File: config.mk
export PLATFORM = sky130hd
export DESIGN_NAME = rv_branch_resolve_unit
export DESIGN_NICKNAME = d
export VERILOG_FILES = /design/src/rtl/rv_branch_resolve_unit.sv
export SDC_FILE = /design/constraint.sdc
export NUM_CORES = 1
export LEC_CHECK = 0
export BUFFER_PORTS_ARGS = -buffer_cell sky130_fd_sc_hd__buf_2
export CORE_ASPECT_RATIO = 0.8
export CORE_MARGIN = 2
export CORE_UTILIZATION = 54
export DETAILED_ROUTE_END_ITERATION = 7
export GPL_ROUTABILITY_DRIVEN = 0
export GPL_TIMING_DRIVEN = 0
export PLACE_DENSITY = 0.88
export SLEW_MARGIN = 15
export SYNTH_ARGS = -nofsm -noshare
export SYNTH_HDL_FRONTEND = slang
export SYNTH_SLANG_ARGS = --single-unit
File: constraint.sdc
create_clock -name clk -period 4.6 [get_ports clk]
set_clock_uncertainty 0.05 [all_clocks]
set_input_delay 0.69 -clock clk [delete_from_list [all_inputs] [get_ports clk]]
set_output_delay 0.69 -clock clk [all_outputs]
set_load 0.1 [all_outputs]
File: src/rtl/rv_branch_resolve_unit.sv
// rv_branch_resolve_unit
// Resolves RISC-V B-type branches. For each beat it works out the branch
// direction, the next PC and whether fetch mispredicted it. Results then travel
// through an elastic valid/ready pipeline that is LATENCY register stages deep.
//
// Parameters
//   XLEN     operand, PC and immediate width (32 or 64)
//   LATENCY  register stages from input accept to out_valid (1..4)
//
// Ports
//   clk, rst           rising-edge clock, synchronous active-high reset
//   flush              kills every in-flight entry; no beat is accepted this cycle
//   in_valid/in_ready  input handshake; in_ready is combinational from out_ready
//   rs1, rs2           source operands
//   funct3             branch type
//   pc, imm            branch address and sign-extended B-immediate
//   pred_taken         fetch-stage direction prediction
//   out_valid/out_ready output handshake
//   taken, target      resolved direction and next PC
//   mispredict         redirect required
//   illegal            funct3 is not a branch encoding
//
// Optional build macro RV_BRU_PERF_CNT_EN adds two saturating 32-bit counters,
// perf_branches and perf_mispredicts, advanced on each output handshake.
module rv_branch_resolve_unit #(
  parameter int XLEN    = 32,
  parameter int LATENCY = 1
) (
  input  logic            clk,
  input  logic            rst,
  input  logic            flush,
  input  logic            in_valid,
  output logic            in_ready,
  input  logic [XLEN-1:0] rs1,
  input  logic [XLEN-1:0] rs2,
  input  logic [2:0]      funct3,
  input  logic [XLEN-1:0] pc,
  input  logic [XLEN-1:0] imm,
  input  logic            pred_taken,
  output logic            out_valid,
  input  logic            out_ready,
  output logic            taken,
  output logic [XLEN-1:0] target,
  output logic            mispredict,
  output logic            illegal
`ifdef RV_BRU_PERF_CNT_EN
  ,
  output logic [31:0]     perf_branches,
  output logic [31:0]     perf_mispredicts
`endif
);

  // Returns {illegal, taken} for one branch encoding.
  function automatic logic [1:0] resolve_cond(input logic [2:0]      f3,
                                              input logic [XLEN-1:0] a,
                                              input logic [XLEN-1:0] b);
    logic signed [XLEN-1:0] a_s;
    logic signed [XLEN-1:0] b_s;
    logic                   tk;
    logic                   ill;
    a_s = a;
    b_s = b;
    tk  = 1'b0;
    ill = 1'b0;
    case (f3)
      3'b000:  tk = (a == b);
      3'b001:  tk = (a != b);
      3'b100:  tk = (a_s < b_s);
      3'b101:  tk = !(a_s < b_s);
      3'b110:  tk = (a < b);
      3'b111:  tk = !(a < b);
      default: ill = 1'b1;
    endcase
    return {ill, tk};
  endfunction

  // Next-PC adder; wraps modulo 2^XLEN.
  function automatic logic [XLEN-1:0] next_pc(input logic            tk,
                                              input logic [XLEN-1:0] pc_v,
                                              input logic [XLEN-1:0] imm_v);
    return tk ? (pc_v + imm_v) : (pc_v + XLEN'(4));
  endfunction

  function automatic logic [31:0] sat_inc(input logic [31:0] v);
    return (v == 32'hFFFF_FFFF) ? v : v + 32'd1;
  endfunction

  // Input-side resolution, captured by stage 0
  logic [1:0]      cond_c;
  logic            taken_c;
  logic            illegal_c;
  logic            mispredict_c;
  logic [XLEN-1:0] target_c;

  always_comb begin
    cond_c       = resolve_cond(funct3, rs1, rs2);
    illegal_c    = cond_c[1];
    taken_c      = cond_c[0];
    target_c     = next_pc(taken_c, pc, imm);
    // An illegal encoding is treated as not-taken, so the redirect follows the prediction.
    mispredict_c = illegal_c ? pred_taken : (taken_c ^ pred_taken);
  end

  logic [LATENCY-1:0]           vld_q,        vld_d;
  logic [LATENCY-1:0]           taken_q,      taken_d;
  logic [LATENCY-1:0]           mispredict_q, mispredict_d;
  logic [LATENCY-1:0]           illegal_q,    illegal_d;
  logic [LATENCY-1:0][XLEN-1:0] target_q,     target_d;
  logic [LATENCY-1:0]           adv;

  // Stage k advances when any stage from k to the tail is empty, or the
  // output is being accepted. Written in this flattened form so that adv
  // does not depend on itself.
  always_comb begin
    logic full_tail;
    adv = '0;
    for (int k = 0; k < LATENCY; k++) begin
      full_tail = 1'b1;
      for (int j = k; j < LATENCY; j++) full_tail &= vld_q[j];
      adv[k] = out_ready || !full_tail;
    end
  end

  assign in_ready = adv[0] && !flush;

  always_comb begin
    vld_d        = vld_q;
    taken_d      = taken_q;
    mispredict_d = mispredict_q;
    illegal_d    = illegal_q;
    target_d     = target_q;
    // Stage 0: capture a freshly resolved beat
    if (adv[0]) begin
      vld_d[0]        = in_valid && in_ready;
      taken_d[0]      = taken_c;
      mispredict_d[0] = mispredict_c;
      illegal_d[0]    = illegal_c;
      target_d[0]     = target_c;
    end
    // Stages 1..LATENCY-1: forward unchanged
    for (int k = 1; k < LATENCY; k++) begin
      if (adv[k]) begin
        vld_d[k]        = vld_q[k-1];
        taken_d[k]      = taken_q[k-1];
        mispredict_d[k] = mispredict_q[k-1];
        illegal_d[k]    = illegal_q[k-1];
        target_d[k]     = target_q[k-1];
      end
    end
    if (flush) vld_d = '0;
  end

  always_ff @(posedge clk) begin
    if (rst) begin
      vld_q        <= '0;
      taken_q      <= '0;
      mispredict_q <= '0;
      illegal_q    <= '0;
      target_q     <= '0;
    end else begin
      vld_q        <= vld_d;
      taken_q      <= taken_d;
      mispredict_q <= mispredict_d;
      illegal_q    <= illegal_d;
      target_q     <= target_d;
    end
  end

  // Output stage
  assign out_valid  = vld_q[LATENCY-1];
  assign taken      = taken_q[LATENCY-1];
  assign target     = target_q[LATENCY-1];
  assign mispredict = mispredict_q[LATENCY-1];
  assign illegal    = illegal_q[LATENCY-1];

`ifdef RV_BRU_PERF_CNT_EN
  logic [31:0] perf_branches_q,    perf_branches_d;
  logic [31:0] perf_mispredicts_q, perf_mispredicts_d;

  always_comb begin
    perf_branches_d    = perf_branches_q;
    perf_mispredicts_d = perf_mispredicts_q;
    if (out_valid && out_ready) begin
      perf_branches_d = sat_inc(perf_branches_q);
      if (mispredict) perf_mispredicts_d = sat_inc(perf_mispredicts_q);
    end
  end

  always_ff @(posedge clk) begin
    if (rst) begin
      perf_branches_q    <= '0;
      perf_mispredicts_q <= '0;
    end else begin
      perf_branches_q    <= perf_branches_d;
      perf_mispredicts_q <= perf_mispredicts_d;
    end
  end

  assign perf_branches    = perf_branches_q;
  assign perf_mispredicts = perf_mispredicts_q;
`endif

endmodule

==> results_dict.tcl <==
set metrics [dict create \
    status "complete, no violations" \
    drc 0 \
    maxUsedRoutingLayer "met4" \
    yosysMostFrequentCell "nor2_1" \
    numClockSinks 36 \
    drive_above_1_share_pct 24.27 \
    dr.pass1.iters 5 \
    die_h_um 85.03 \
    hold_buffers 0 \
    grt_pass1_wl_um 22670 \
    wl_per_cell_um 15.54 \
    routedLengthMet1_um 5709 \
    crit_type "input pin to flip-flop" \
    htreeDepth 2 \
    grt_usage_pct 30.65 \
    die_w_um 105.3 \
    syn_avg_cell_area_um2 7.313 \
    overflow 0 \
    synthFlopType "dfxtp_1" \
    finalSetupTns_ns 0 \
    critical-path-max-stage-delay_ns 0.67 \
    maxSlewViolCount 0 \
    syn_nets 808 \
    cp_data_required_time_ns 4.71 \
    ir_drop_mv 0.1997 \
    ys_types 55 \
    synth_area_mm2 0.004432 \
    area_delta_synth_final_pct 26.17 \
    dr_wl_met2_um 6511 \
    post-route-min-period_ns 3.644 \
    synth-edff-count 0 \
    clk_pin_slew_ns 0.07 \
    dr_wl_met3_um 1197 \
    path_common_cell "o31ai_1" \
    worstPathArrival_ns 3.75 \
    io_pins 174 \
    start_kind "input pin" \
    clk_latency_ns 0.29 \
    cts_root_buf "clkbuf_8" \
    p_total_mw 1.635 \
    wl_um 13900 \
    cts_max_path_buffers 2 \
    final_cells 895 \
    ys_top_cells_by_area "ha_1 (18%), dfxtp_1 (16%), xnor2_1 (6.7%), a21oi_1 (6.3%), nor2_1 (5.6%)" \
    diodes 0 \
    holdWs_ns 0.4023 \
    tightest_slew_ns 0.8228 \
    final_nets 988 \
    synthCells 606 \
    synth-async-reset-ratio_pct 0 \
    place_hpwl_um 11400 \
    initial_core_util_pct 55.77 \
    ys_seq_area_share_pct 16.26 \
    row_count 29 \
    drtIter0Drc 386 \
    postRouteAntennaNets 0 \
    antenna_found_initial 0 \
    final-setup-viol-count 0 \
    synth_top_area_cell "ha_1" \
    netlist.area_leader.share_pct 18.07 \
    cts_setup_buffers 0 \
    drv_cap 0 \
    core_area_mm2 0.007946 \
    worst-path-max-fanout 5 \
    num_vias 5309 \
    cts_tree "built" \
    via_per_inst 5.932 \
    leakagePower_nw 2.787 \
    cp-end-kind "flip-flop" \
    ys_warn_count 0 \
    fmax_ghz 0.2745 \
    netlist_top_cells_count "nor2_1 (66), ha_1 (64), a21oi_1 (56)" \
    relSlewSlack_pct 43.73 \
    ys_seq_elements 36 \
    port-buffer-count 173 \
    power_density_mw_per_mm2 292.5 \
    hold_class "flip-flop to flip-flop" \
    cts_resized 0 \
    first_global_vias 5111 \
    grt_start_max_net_pins 13 \
    fp.dieArea_mm2 0.008952 \
    rsz0062_at_grt "false" \
    crit_slowest_cell "o31ai_1" \
    fin_crit_sh_pct 79.21 \
    worstPathCellList "buf_2 > ha_1 > inv_1 > fa_1 > nor2b_1 > o31ai_1 > a211oi_1 > a211o_1 > o21ai_0 > a21oi_1 > o31ai_1 > mux2i_1 > o32ai_1" \
    cts_buffers 5 \
    post-place-cells 887 \
    hold_viol 0 \
]
-- final timing paths --
check / end / slack (ns) / startpoint / cells past startpoint
worst max-delay path: target[30] / 0.96 / pc[0] / 13
worst min-delay path: mispredict / 0.40 / mispredict / 2
worst max register to register: target[17] / 2.80 / out_valid / 6
worst min register to register: mispredict / 0.40 / mispredict / 2
-- cell families (layout without fill, tap and decap cells) --
family / count (synthesis) / after routing / share of synthesized area [%]
and+or+nand+nor: 205 / 205 / 21.99
AOI/OAI and AO/OA: 178 / 178 / 25.95
buffers and inverters: 67 / 248 / 6.296
adders and majority gates: 65 / 65 / 18.52
xor gates and xnor gates: 51 / 51 / 10.08
DFF: 36 / 36 / 16.26
muxes: 4 / 4 / 0.9035
-- final cells by class --
type / count / area [µm²]
Clock inverter: 3 / 90.09
Multi-Input combinational cell: 503 / 3432
Sequential cell: 36 / 720.7
Fill cell: 665 / 2355
Inverter: 48 / 180.2
Timing Repair Buffer: 173 / 865.8
Buffer: 19 / 98.84
Clock buffer: 5 / 68.82
Tap cell: 108 / 135.1
-- critical path: cells and delay by family --
kind / cells / cell delay [ns]
AND/OR/NAND/NOR: 1 / 0.07
adder cells (fa/ha/maj): 2 / 0.41
buffers and inverters: 2 / 0.18
multiplexers: 1 / 0.25
AO/OA/AOI/OAI: 7 / 2.15
-- per-stage QoR --
stage | setup slack, ns | instance area, µm² | util (%)
2_1_floorplan | 1.328 | 4432 | -
3_3_place_gp | 0.8729 | 5433 | 68.37
3_5_place_dp | 0.7850 | 5433 | 68.37
4_1_cts | 1.070 | 5592 | 70.37
5_1_grt | 0.8177 | 5592 | 70.37
6_report | 0.9564 | 5592 | 70.37
-- sequential cells by signal, summed over array words and instances, names as in the netlist --
register	cells
target	32
out_valid	1
mispredict	1
illegal	1
taken	1
-- routing by layer --
metal / up-vias / track usage, %
met4: 0 / 12.73
li1: 2558 / -
met3: 55 / 4.608
met2: 293 / 53.67
met1: 2403 / 37.67
met5: - / 0
-- cells in the final DEF (no fill, tap or decap), types with 7 or more instances in the layout --
master / n
buf_2: 174
nor2_1: 66
ha_1: 64
a21oi_1: 56
nand2_1: 50
inv_1: 48
dfxtp_1: 36
o21ai_0: 35
xnor2_1: 34
nand3_1: 24
a211oi_1: 19
xor2_1: 17
clkbuf_1: 14
nand4_1: 12
nor3_1: 11
a21o_1: 8
nor2b_1: 7
nand2b_1: 7
o211ai_1: 7
o21a_1: 7
and3_1: 7
-- where the power goes --
group	switching (mW)	internal [mW]
clock	0.123	0.271
sequential	0.0263	0.351
combinational	0.606	0.257
(Power assumes the default switching activity.)
